## config.mk

```make
export PLATFORM = sky130hd
export DESIGN_NAME = r88_int_sequencer
export DESIGN_NICKNAME = d
export VERILOG_FILES = /design/src/rtl/r88_int_sequencer_pkg.sv /design/src/rtl/r88_int_sequencer_nmi_edge.sv /design/src/rtl/r88_int_sequencer.sv
export SDC_FILE = /design/constraint.sdc
export NUM_CORES = 1
export LEC_CHECK = 0
export ABC_AREA = 1
export CORE_MARGIN = 2
export CORE_UTILIZATION = 45
export DETAILED_ROUTE_END_ITERATION = 8
export GPL_TIMING_DRIVEN = 1
export HOLD_SLACK_MARGIN = 0.1
export PLACE_DENSITY_LB_ADDON = 0.3
export SYNTH_ARGS = -nofsm -noshare
export SYNTH_HDL_FRONTEND = slang
export SYNTH_HIERARCHICAL = 1
export SYNTH_SLANG_ARGS = --single-unit
```

## constraint.sdc

```tcl
create_clock -name sysClock -period 2.9 [get_ports sysClock]
set_input_delay 0.58 -clock sysClock [delete_from_list [all_inputs] [get_ports sysClock]]
set_output_delay 0.58 -clock sysClock [all_outputs]
set_load 0.1 [all_outputs]
```

## src/rtl/r88_int_sequencer_pkg.sv

```systemverilog
// Shared definitions for the Rocket88 interrupt sequencer: state encoding,
// default vector addresses and flag-byte helpers.
package r88_int_sequencer_pkg;

   typedef enum logic [3:0] {
      RST_LO,
      RST_HI,
      IDLE,
      PUSH_PCH,
      PUSH_PCL,
      PUSH_FLG,
      VEC_LO,
      VEC_HI,
      LOAD_PC
   } seq_state_e;

   localparam logic [15:0] RESET_VEC_DEF = 16'hFFFC;
   localparam logic [15:0] NMI_VEC_DEF   = 16'hFFFA;
   localparam logic [15:0] IRQ_VEC_DEF   = 16'hFFFE;
   localparam int          FLAG_BRK      = 4;

   // Break bit distinguishes BRK from hardware entry in the stacked flags.
   function automatic logic [7:0] push_flags(input logic [7:0] flags, input logic brk);
      logic [7:0] res;
      res           = flags;
      res[FLAG_BRK] = brk;
      return res;
   endfunction

endpackage

```

## src/rtl/r88_int_sequencer_nmi_edge.sv

```systemverilog
// NMI rising-edge detector: registers the request, flags a 0->1 transition
// as pending and holds it until the sequencer selects NMI service.
module r88_nmi_edge (
   input  logic sysClock_i,
   input  logic resetReq_i,
   input  logic nmiReq_i,
   input  logic nmiClr_i,
   output logic nmiPend_o
);

   logic nmiReq_q;
   logic nmiPrev_q;
   logic nmiPend_q;

   always_ff @(posedge sysClock_i) begin
      if (resetReq_i) begin
         nmiReq_q  <= 1'b0;
         nmiPrev_q <= 1'b0;
         nmiPend_q <= 1'b0;
      end else begin
         nmiReq_q  <= nmiReq_i;
         nmiPrev_q <= nmiReq_q;
         // A fresh edge wins over a same-cycle clear so it is never lost.
         if (nmiReq_q && !nmiPrev_q) begin
            nmiPend_q <= 1'b1;
         end else if (nmiClr_i) begin
            nmiPend_q <= 1'b0;
         end
      end
   end

   assign nmiPend_o = nmiPend_q;

endmodule

```

## src/rtl/r88_int_sequencer.sv

```systemverilog
// Rocket88 reset/NMI/BRK/IRQ entry sequencer: fetches the reset vector, and at
// instruction boundaries pushes PC and flags, fetches a vector and loads the PC.
module r88_int_sequencer
   import r88_int_sequencer_pkg::*;
#(
   parameter logic [15:0] RESET_VEC = RESET_VEC_DEF,
   parameter logic [15:0] NMI_VEC   = NMI_VEC_DEF,
   parameter logic [15:0] IRQ_VEC   = IRQ_VEC_DEF
) (
   input  logic        sysClock,
   input  logic        resetReq,
   input  logic        nmiReq,
   input  logic        irq,
   input  logic        irqEn,
   input  logic        brkReq,
   input  logic        instrBoundary,
   input  logic [15:0] pcIn,
   input  logic [7:0]  flagsIn,
   input  logic [15:0] spAddr,
   input  logic [7:0]  memDataIn,
   input  logic        memAck,
   output logic        seqActive,
   output logic        memRead,
   output logic        memWrite,
   output logic [15:0] memAddr,
   output logic [7:0]  memDataOut,
   output logic        spDec,
   output logic        pcLoad,
   output logic [15:0] pcOut,
   output logic        irqDisable
);

   seq_state_e  state_q;
   logic        seqActive_q;
   logic        memRead_q;
   logic        memWrite_q;
   logic [15:0] memAddr_q;
   logic [7:0]  memDataOut_q;
   logic        spDec_q;
   logic        pcLoad_q;
   logic [15:0] pcOut_q;
   logic        irqDisable_q;

   logic [15:0] vec_q;
   logic [15:0] pc_q;
   logic [7:0]  flags_q;
   logic [7:0]  lo_q;

   logic        nmiPend;
   logic        atBoundary;
   logic        nmiTake;
   logic        brkTake;
   logic        irqTake;
   logic        accDone;
   logic [15:0] vec_d;
   logic [7:0]  flags_d;
   logic [15:0] pushAddr_d;

   r88_nmi_edge u_nmi_edge (
      .sysClock_i (sysClock),
      .resetReq_i (resetReq),
      .nmiReq_i   (nmiReq),
      .nmiClr_i   (nmiTake),
      .nmiPend_o  (nmiPend)
   );

   always_comb begin
      atBoundary = (state_q == IDLE) && instrBoundary;
      nmiTake    = atBoundary && nmiPend;
      brkTake    = atBoundary && !nmiPend && brkReq;
      irqTake    = atBoundary && !nmiPend && !brkReq && irq && irqEn;
      vec_d      = nmiTake ? NMI_VEC : IRQ_VEC;
      flags_d    = push_flags(flagsIn, brkTake);
      accDone    = (memRead_q || memWrite_q) && memAck;
      // Next push issues on the ack edge: the decoder has not yet applied the
      // decrement for the push just accepted, nor one still pulsing on spDec.
      pushAddr_d = spAddr - 16'd1 - {15'd0, spDec_q};
   end

   always_ff @(posedge sysClock) begin
      if (resetReq) begin
         state_q      <= RST_LO;
         seqActive_q  <= 1'b1;
         memRead_q    <= 1'b0;
         memWrite_q   <= 1'b0;
         memAddr_q    <= 16'h0000;
         memDataOut_q <= 8'h00;
         spDec_q      <= 1'b0;
         pcLoad_q     <= 1'b0;
         pcOut_q      <= 16'h0000;
         irqDisable_q <= 1'b0;
      end else begin
         spDec_q      <= 1'b0;
         pcLoad_q     <= 1'b0;
         irqDisable_q <= 1'b0;
         unique case (state_q)
            RST_LO: begin
               if (!memRead_q) begin
                  memRead_q <= 1'b1;
                  memAddr_q <= RESET_VEC;
               end else if (memAck) begin
                  lo_q      <= memDataIn;
                  memAddr_q <= RESET_VEC + 16'd1;
                  state_q   <= RST_HI;
               end
            end
            RST_HI, VEC_HI: begin
               if (accDone) begin
                  memRead_q    <= 1'b0;
                  pcOut_q      <= {memDataIn, lo_q};
                  pcLoad_q     <= 1'b1;
                  irqDisable_q <= 1'b1;
                  state_q      <= LOAD_PC;
               end
            end
            IDLE: begin
               if (nmiTake || brkTake || irqTake) begin
                  seqActive_q  <= 1'b1;
                  vec_q        <= vec_d;
                  pc_q         <= pcIn;
                  flags_q      <= flags_d;
                  memWrite_q   <= 1'b1;
                  memAddr_q    <= spAddr;
                  memDataOut_q <= pcIn[15:8];
                  state_q      <= PUSH_PCH;
               end
            end
            PUSH_PCH: begin
               if (accDone) begin
                  spDec_q      <= 1'b1;
                  memAddr_q    <= pushAddr_d;
                  memDataOut_q <= pc_q[7:0];
                  state_q      <= PUSH_PCL;
               end
            end
            PUSH_PCL: begin
               if (accDone) begin
                  spDec_q      <= 1'b1;
                  memAddr_q    <= pushAddr_d;
                  memDataOut_q <= flags_q;
                  state_q      <= PUSH_FLG;
               end
            end
            PUSH_FLG: begin
               if (accDone) begin
                  spDec_q    <= 1'b1;
                  memWrite_q <= 1'b0;
                  memRead_q  <= 1'b1;
                  memAddr_q  <= vec_q;
                  state_q    <= VEC_LO;
               end
            end
            VEC_LO: begin
               if (accDone) begin
                  lo_q      <= memDataIn;
                  memAddr_q <= vec_q + 16'd1;
                  state_q   <= VEC_HI;
               end
            end
            LOAD_PC: begin
               seqActive_q <= 1'b0;
               state_q     <= IDLE;
            end
            default: begin
               state_q <= RST_LO;
            end
         endcase
      end
   end

   assign seqActive  = seqActive_q;
   assign memRead    = memRead_q;
   assign memWrite   = memWrite_q;
   assign memAddr    = memAddr_q;
   assign memDataOut = memDataOut_q;
   assign spDec      = spDec_q;
   assign pcLoad     = pcLoad_q;
   assign pcOut      = pcOut_q;
   assign irqDisable = irqDisable_q;

endmodule

```

# Word-level counts from Yosys, hierarchy flattened
# Index checks and enable logic that the tools add are counted.
dict set report totals {
  regBits 92
  in_bits 56
  output_inout_bits 46
  elab_cells 111
}
dict set report classes {
  n_addsub 3
  n_eq_ne 18
  n_mux 34
  n_bitwise 3
  n_reduce_logical 37
}
# op n
set op_table {}
lappend op_table {{$mux W16} 6}
lappend op_table {{$pmux W16 S5} 1}
lappend op_table {{$mux W8} 6}
lappend op_table {{$mux W4} 8}
lappend op_table {{$pmux W4 S8} 1}
lappend op_table {{$pmux W8 S3} 1}
lappend op_table {{$add A16 B1 Y16 const B} 1}
lappend op_table {{$eq A4 B3 Y1 const B} 4}
lappend op_table {{$pmux W8 S2} 1}
lappend op_table {{$sub A16 B1 Y16} 1}
lappend op_table {{$sub A16 B1 Y16 const B} 1}
lappend op_table {{$ne A2 B2 Y1 const B} 7}
lappend op_table {{$logic_and A1 B1 Y1} 9}
lappend op_table {{$reduce_and A3 Y1} 3}
lappend op_table {{$eq A4 B2 Y1 const B} 2}
lappend op_table {{$reduce_and A8 Y1} 1}
lappend op_table {{$reduce_bool A2 Y1} 4}
lappend op_table {{$reduce_or A2 Y1} 4}
lappend op_table {{$mux W1} 6}
lappend op_table {{$reduce_and A6 Y1} 1}
lappend op_table {{$reduce_bool A3 Y1} 2}
lappend op_table {{$reduce_and A5 Y1} 1}
lappend op_table {{$reduce_bool A5 Y1} 1}
lappend op_table {{$eq A4 B1 Y1 const B} 1}
lappend op_table {{13 further kinds} 22}

# Logic depth before layout (Yosys ltp)
dict set report logic_depth {
  depth_word 9
  mapped_depth 12
  mapped_depth_nobuf 12
}

# By module
# Netlist, hierarchy kept.
# module instances cells_each area_per_inst_um2 seq_area_each_um2
set by_module_without_submodules {}
lappend by_module_without_submodules {r88_int_sequencer 1 506 3664.8 1731.7}
lappend by_module_without_submodules {r88_nmi_edge 1 13 105.1 60.1}

# Worst setup path after synthesis
# No wires, ideal clock.
dict set report synth_timing {
  path_type {register -> register}
  from {reg state_q[3]}
  to {reg flags_q[0], enable pin}
  setup_time_ns 0.413
  t_arrival_ns 2.115
  required_ns 2.487
  setup_slack_ns 0.373
  stages_incl_launch_ff 6
  path_buffers 0
  synth_period_minus_slack_ns 2.527
  path_cell_list {dfxtp_1 -> nor2_2 -> nand2_4 -> inv_1 -> nand2_1 -> nor3_1}
}
dict set report synth_via {
  elab_chain_len 8
  word_cells_on_any_way 11
  classes_between {eq/ne: 1; reduce/logical: 10}
}
# item line_no
set synth_lines {}
lappend synth_lines {{from (decl)} r88_int_sequencer.sv:33} ;# seq_state_e state_q;
lappend synth_lines {{from (signal assigned)} r88_int_sequencer.sv:82} ;# state_q <= RST_LO;
lappend synth_lines {{from (signal assigned)} r88_int_sequencer.sv:104} ;# state_q <= RST_HI;
lappend synth_lines {{from (signal assigned)} r88_int_sequencer.sv:113} ;# state_q <= LOAD_PC;
lappend synth_lines {{$eq A4 B2 Y1 (*)} {r88_int_sequencer.sv:68, r88_int_sequencer.sv:96}}
lappend synth_lines {{$logic_and A1 B1 Y1} r88_int_sequencer.sv:68} ;# atBoundary = (state_q == IDLE) && instrBoundary;
lappend synth_lines {{$logic_and A1 B1 Y1} {r88_int_sequencer.sv:70, r88_int_sequencer.sv:71}}
lappend synth_lines {{$logic_and A1 B1 Y1 (3 in a row)} r88_int_sequencer.sv:71} ;# irqTake = atBoundary && !nmiPend && !brkReq && irq && irqEn;
lappend synth_lines {{$logic_or A1 B1 Y1} r88_int_sequencer.sv:117} ;# if (nmiTake || brkTake || irqTake) begin
lappend synth_lines {{$reduce_and A3 Y1 (no line) (*)} n/a}
lappend synth_lines {{to (signal assigned)} r88_int_sequencer.sv:121} ;# flags_q <= flags_d;
lappend synth_lines {{to (decl)} r88_int_sequencer.sv:46} ;# logic [7:0] flags_q;
# Every way passes the cells marked *; elsewhere a longest branch is shown, timed or not.
# A chain may end at the register's enable or synchronous reset.

# Final worst setup path
dict set report layout_timing {
  from {in spAddr[0]}
  to {reg memAddr_q[8] (netlist: memAddr[8])}
}
dict set report layout_via {
  elab_chain_len 4
}
# item line_no
set layout_lines {}
lappend layout_lines {{from (decl)} r88_int_sequencer.sv:19} ;# input logic [15:0] spAddr,
lappend layout_lines {{$sub A16 B1 Y16 (2 in a row)} r88_int_sequencer.sv:77} ;# pushAddr_d = spAddr - 16'd1 - {15'd0, spDec_q};
lappend layout_lines {{$mux W16} {r88_int_sequencer.sv:129, r88_int_sequencer.sv:137}}
lappend layout_lines {{$pmux W16 S5} r88_int_sequencer.sv:96} ;# unique case (state_q)
lappend layout_lines {{to (signal assigned)} r88_int_sequencer.sv:103} ;# memAddr_q <= RESET_VEC + 16'd1;
lappend layout_lines {{to (signal assigned)} r88_int_sequencer.sv:131} ;# memAddr_q <= pushAddr_d;
lappend layout_lines {{to (signal assigned)} r88_int_sequencer.sv:139} ;# memAddr_q <= pushAddr_d;
lappend layout_lines {{to (decl)} r88_int_sequencer.sv:37} ;# logic [15:0] memAddr_q;
# Every way passes these cells. The select of a mux whose other input is x is not followed.

==> summary.md <==
| Metric | Value |
|---|---|
| Outcome | finished clean |
| Quantity of hold-fixing buffers added after cts | 0 |
| Via density per instance | 4.88 |
| Endpoint required time on the critical path | 3160 ps |
| Fraction of layout instances using a drive strength above 1 | 0.144 |
| Total setup violations reported at the end of the flow | 0 |
| Worst Skew | 11.2 ps |
| Vias in the first global route | 3336 |
| Clock root buffer master | sky130_fd_sc_hd__clkbuf_8 |
| Crit. End Element | flip-flop |
| Synthesized area | 0.00377 mm2 |
| Initial antenna violation count | 0 |
| Standard-cell row count | 33 |
| DR DRC count | 0 |
| Die boundary width | 95.5 um |
| Leakage power summed over all cells | 2.21 nW |
| Grt ovf | 0 |
| Setup tns final | 0 ps |
| Fin. Hold Viols | 0 |
| # placed instances | 716 |
| Logic depth of the worst register-to-register path | 7 |
| Setup slack of the critical path after layout | 813 ps |
| Post-synthesis cell count | 519 |
| H-tree Lvls | 3 |
| Slack of the worst reg-to-reg path | 850 ps |
| Global route hottest layer | met2 |
| Unique masters post-synth | 31 |
| Sum of internal, switching and leakage power | 5.17 mW |
| Clock latency on the worst-skew pair | 350 ps |
| Xor-xnor portion of the synthesized cell area | 0 |
| Clock transition at the registers of the reported paths | 90 ps |
| M3 GR Usage | 0.0379 |
| Main combinational cell family by area after synthesis | simple AND/OR/NAND/NOR gates |
| Number of antenna repair diodes | 0 |
| Final hold slack | 446 ps |
| DR iter-0 viols | 163 |
| Met1 usage | 0.277 |
| Maximum Capacitance Violations | 0 |
| HPWL Detailed | 6850 um |
| Number of sinks on the clock net | 77 |
| Peak fanout along the critical path | 5 |
| Maximum frequency from static timing analysis | 479 MHz |
| Signed area change from the synthesized netlist to the final layout | 30.2% |
| Worst-Margin Slew | 634 ps |
| Capturing instance or port of the critical path | memAddr[8] |
| Synth async-reset ratio | 0 |
| Routed wire length | 9400 um |
| Vert. Die Dim | 95.5 um |
| Worst slew margin relative to its limit | 0.576 |
| Pin count of the biggest net entering global routing | 24 |
| Starting density of the core | 0.461 |
| Number of synthesized register bits | 77 |
| Synth Area in Compound Gates | 0.0793 |
| FF-to-FF Start | state_q[0] |
| Number of filler cells placed in the layout | 803 |
| Number of buffers on the longest clock path | 2 |
| Yosys synthesis warning count | 6 |
| Part of the Yosys area used for sequential elements | 0.475 |
| Endpoint of the worst-slack reg-to-reg timing path | memDataOut[1] |
| Post-synth EDFFs | 25 |
| Kind of start point of the critical path | input port |
| Critical path arrival | 2340 ps |
| TritonCTS clock tree | built |
| Avg WL per Cell | 12.8 um |
| Hold path startpoint | u_nmi_edge/nmiReq_q |
| Fin. max-slew vios | 0 |
| Average footprint of a synthesized cell | 7.26 um2 |
| Overall global routing resource usage | 0.213 |
| Boundary pin count | 102 |
| Unrepaired setup endpoints after global routing | no |
| Setup CP Type | input port to flip-flop |
| Adder-cell share of the synthesized area | 0.00664 |
| Placement-stage worst setup slack | 427 ps |
| Via count | 3569 |
| Antenna-violating nets left | 0 |
| Core outline area | 0.00818 mm2 |
| Port Buf Inserts | 100 |
| Crit share post-route | 0.720 |
| GR Layer Usage met2 | 0.357 |
| Mapped Nets | 577 |
| Most instantiated flip-flop cell in the synthesis netlist | sky130_fd_sc_hd__dfxtp_1 |
| Number of nets at the end of the flow | 680 |
| Total iterations of the first detailed-routing run | 4 |
| Post-CTS setup-driven buffer insertion count | 0 |
| Timing startpoint of the critical path | spAddr[0] |
| Class of the most critical hold timing path | flip-flop to flip-flop |
| Number of CTS-inserted buffers | 9 |
| Die Area | 0.00913 mm2 |
| Ratio of total power to cell area | 1050 mW/mm2 |
| GP Congestion | 0.870 |
| Worst IR drop on VDD | 0.000497 V |
| # resized after CTS | 0 |
| Final period demand of the worst path | 2090 ps |
| Share of synthesized cell area in and, or, nand and nor gates | 0.349 |
| Share of synthesized area spent on multiplexers | 0 |
| First-pass GRT wire length | 15200 um |
| Non-filler instance count after layout | 732 |
## logic make-up (layout without fill, tap and decap cells)
kind of cell,after synthesis,count (layout)
adder cells (fa/ha/maj),2,2
AND/OR/NAND/NOR,313,313
AO/OA/AOI/OAI,53,53
flip-flops,77,77
buffers and inverters,74,182
## state kept, by name (all words and copies together) (netlist names), 4 cells and up
name        count
memAddr        16
pcOut          16
flags_q         8
lo_q            8
memDataOut      8
pc_q            8
state_q         4
## worst max-delay path, stage by stage
cell and delay (ps):
sky130_fd_sc_hd__clkdlybuf4s50_1 450, sky130_fd_sc_hd__ha_1 210, sky130_fd_sc_hd__inv_1 70, sky130_fd_sc_hd__ha_1 200, sky130_fd_sc_hd__nand2_1 100, sky130_fd_sc_hd__nor2_1 290
sky130_fd_sc_hd__nand2_1 80, sky130_fd_sc_hd__nand3_1 90, sky130_fd_sc_hd__nand3_1 100, sky130_fd_sc_hd__nor2_1 110, sky130_fd_sc_hd__nor2_1 60
## area by class of cell
type | instances | area [um2] | share of cell area
tap | 105 | 131 | 0.0268
timing repair buffer | 107 | 938 | 0.191
inverter | 59 | 221 | 0.0451
clock buffer | 9 | 124 | 0.0252
sequential | 77 | 1790 | 0.365
multi-input combinational | 368 | 1650 | 0.335
clock inverter | 7 | 57.6 | 0.0117
## cell usage after synthesis (2+ instances only)
library cell	count	area, um2
sky130_fd_sc_hd__nand2_1	134	503
sky130_fd_sc_hd__nor2_1	116	435
sky130_fd_sc_hd__inv_1	53	199
sky130_fd_sc_hd__dfxtp_1	52	1040
sky130_fd_sc_hd__nand3_1	39	195
sky130_fd_sc_hd__o21ai_0	27	135
sky130_fd_sc_hd__edfxtp_1	25	751
sky130_fd_sc_hd__a21oi_1	9	45.0
sky130_fd_sc_hd__a31oi_1	8	50.1
sky130_fd_sc_hd__buf_6	6	67.6
sky130_fd_sc_hd__nand4_1	6	37.5
sky130_fd_sc_hd__inv_2	4	15.0
sky130_fd_sc_hd__nand2_2	4	25.0
sky130_fd_sc_hd__nand3_2	4	40.0
sky130_fd_sc_hd__o21ai_1	4	20.0
sky130_fd_sc_hd__buf_2	3	15.0
sky130_fd_sc_hd__buf_4	3	22.5
sky130_fd_sc_hd__clkbuf_1	3	11.3
sky130_fd_sc_hd__nor3_1	3	15.0
sky130_fd_sc_hd__clkinv_1	2	7.51
sky130_fd_sc_hd__ha_1	2	25.0
sky130_fd_sc_hd__nand2_4	2	22.5
sky130_fd_sc_hd__nor2_4	2	22.5
## stage by stage
step | instance area (um2) | util
after floorplan | 3770 | -
after global placement | 4730 | 0.578
after detailed placement | 4730 | 0.578
after CTS | 4910 | 0.601
after global routing | 4910 | 0.601
final | 4910 | 0.601
## layout by cell type, fill, tap and decap left out, types with 2 or more instances in the layout
master | synthesis | layout
sky130_fd_sc_hd__o21ai_1 | 4 | 4
sky130_fd_sc_hd__nor2_4 | 2 | 2
sky130_fd_sc_hd__buf_4 | 3 | 53
sky130_fd_sc_hd__a21oi_1 | 9 | 9
sky130_fd_sc_hd__edfxtp_1 | 25 | 25
sky130_fd_sc_hd__nand2_1 | 134 | 134
sky130_fd_sc_hd__nand4_1 | 6 | 6
sky130_fd_sc_hd__clkdlybuf4s50_1 | 0 | 54
sky130_fd_sc_hd__dfxtp_1 | 52 | 52
sky130_fd_sc_hd__inv_2 | 4 | 4
sky130_fd_sc_hd__inv_1 | 53 | 53
sky130_fd_sc_hd__nand3_2 | 4 | 4
sky130_fd_sc_hd__clkbuf_8 | 0 | 9
sky130_fd_sc_hd__clkinvlp_4 | 0 | 2
sky130_fd_sc_hd__ha_1 | 2 | 2
sky130_fd_sc_hd__inv_6 | 0 | 2
sky130_fd_sc_hd__nand3_1 | 39 | 39
sky130_fd_sc_hd__nand2_2 | 4 | 4
sky130_fd_sc_hd__clkinv_1 | 2 | 2
sky130_fd_sc_hd__o21ai_0 | 27 | 27
sky130_fd_sc_hd__nand2_4 | 2 | 2
sky130_fd_sc_hd__nor3_1 | 3 | 2
sky130_fd_sc_hd__nor2_1 | 116 | 116
sky130_fd_sc_hd__a31oi_1 | 8 | 8
## report_power, final
| part | switching (mW) | internal, mW |
|---|---|---|
| Combinational | 2.23 | 0.687 |
| Sequential | 0.140 | 1.36 |
| Clock | 0.436 | 0.322 |
| Total | 2.80 | 2.37 |
## how the worst min path moves through the flow
stage / endpoint / slack, ps / cells past startpoint
after floorplan: u_nmi_edge/nmiPrev_q / 420 / 2
after global placement: u_nmi_edge/nmiPrev_q / 420 / 2
after global routing: u_nmi_edge/nmiPrev_q / 480 / 2
final: u_nmi_edge/nmiPrev_q / 450 / 2
after detailed placement: u_nmi_edge/nmiPrev_q / 430 / 2
after CTS: u_nmi_edge/nmiPrev_q / 450 / 2
## per-layer routing
| metal | share of wire | wire (um) |
|---|---|---|
| met1 | 0.45 | 4180 |
| met2 | 0.49 | 4610 |
| met3 | 0.056 | 526 |
| met4 | 0.0084 | 79 |
| met5 | 0 | 0 |
Note: power is estimated with default switching activity, not from simulation.
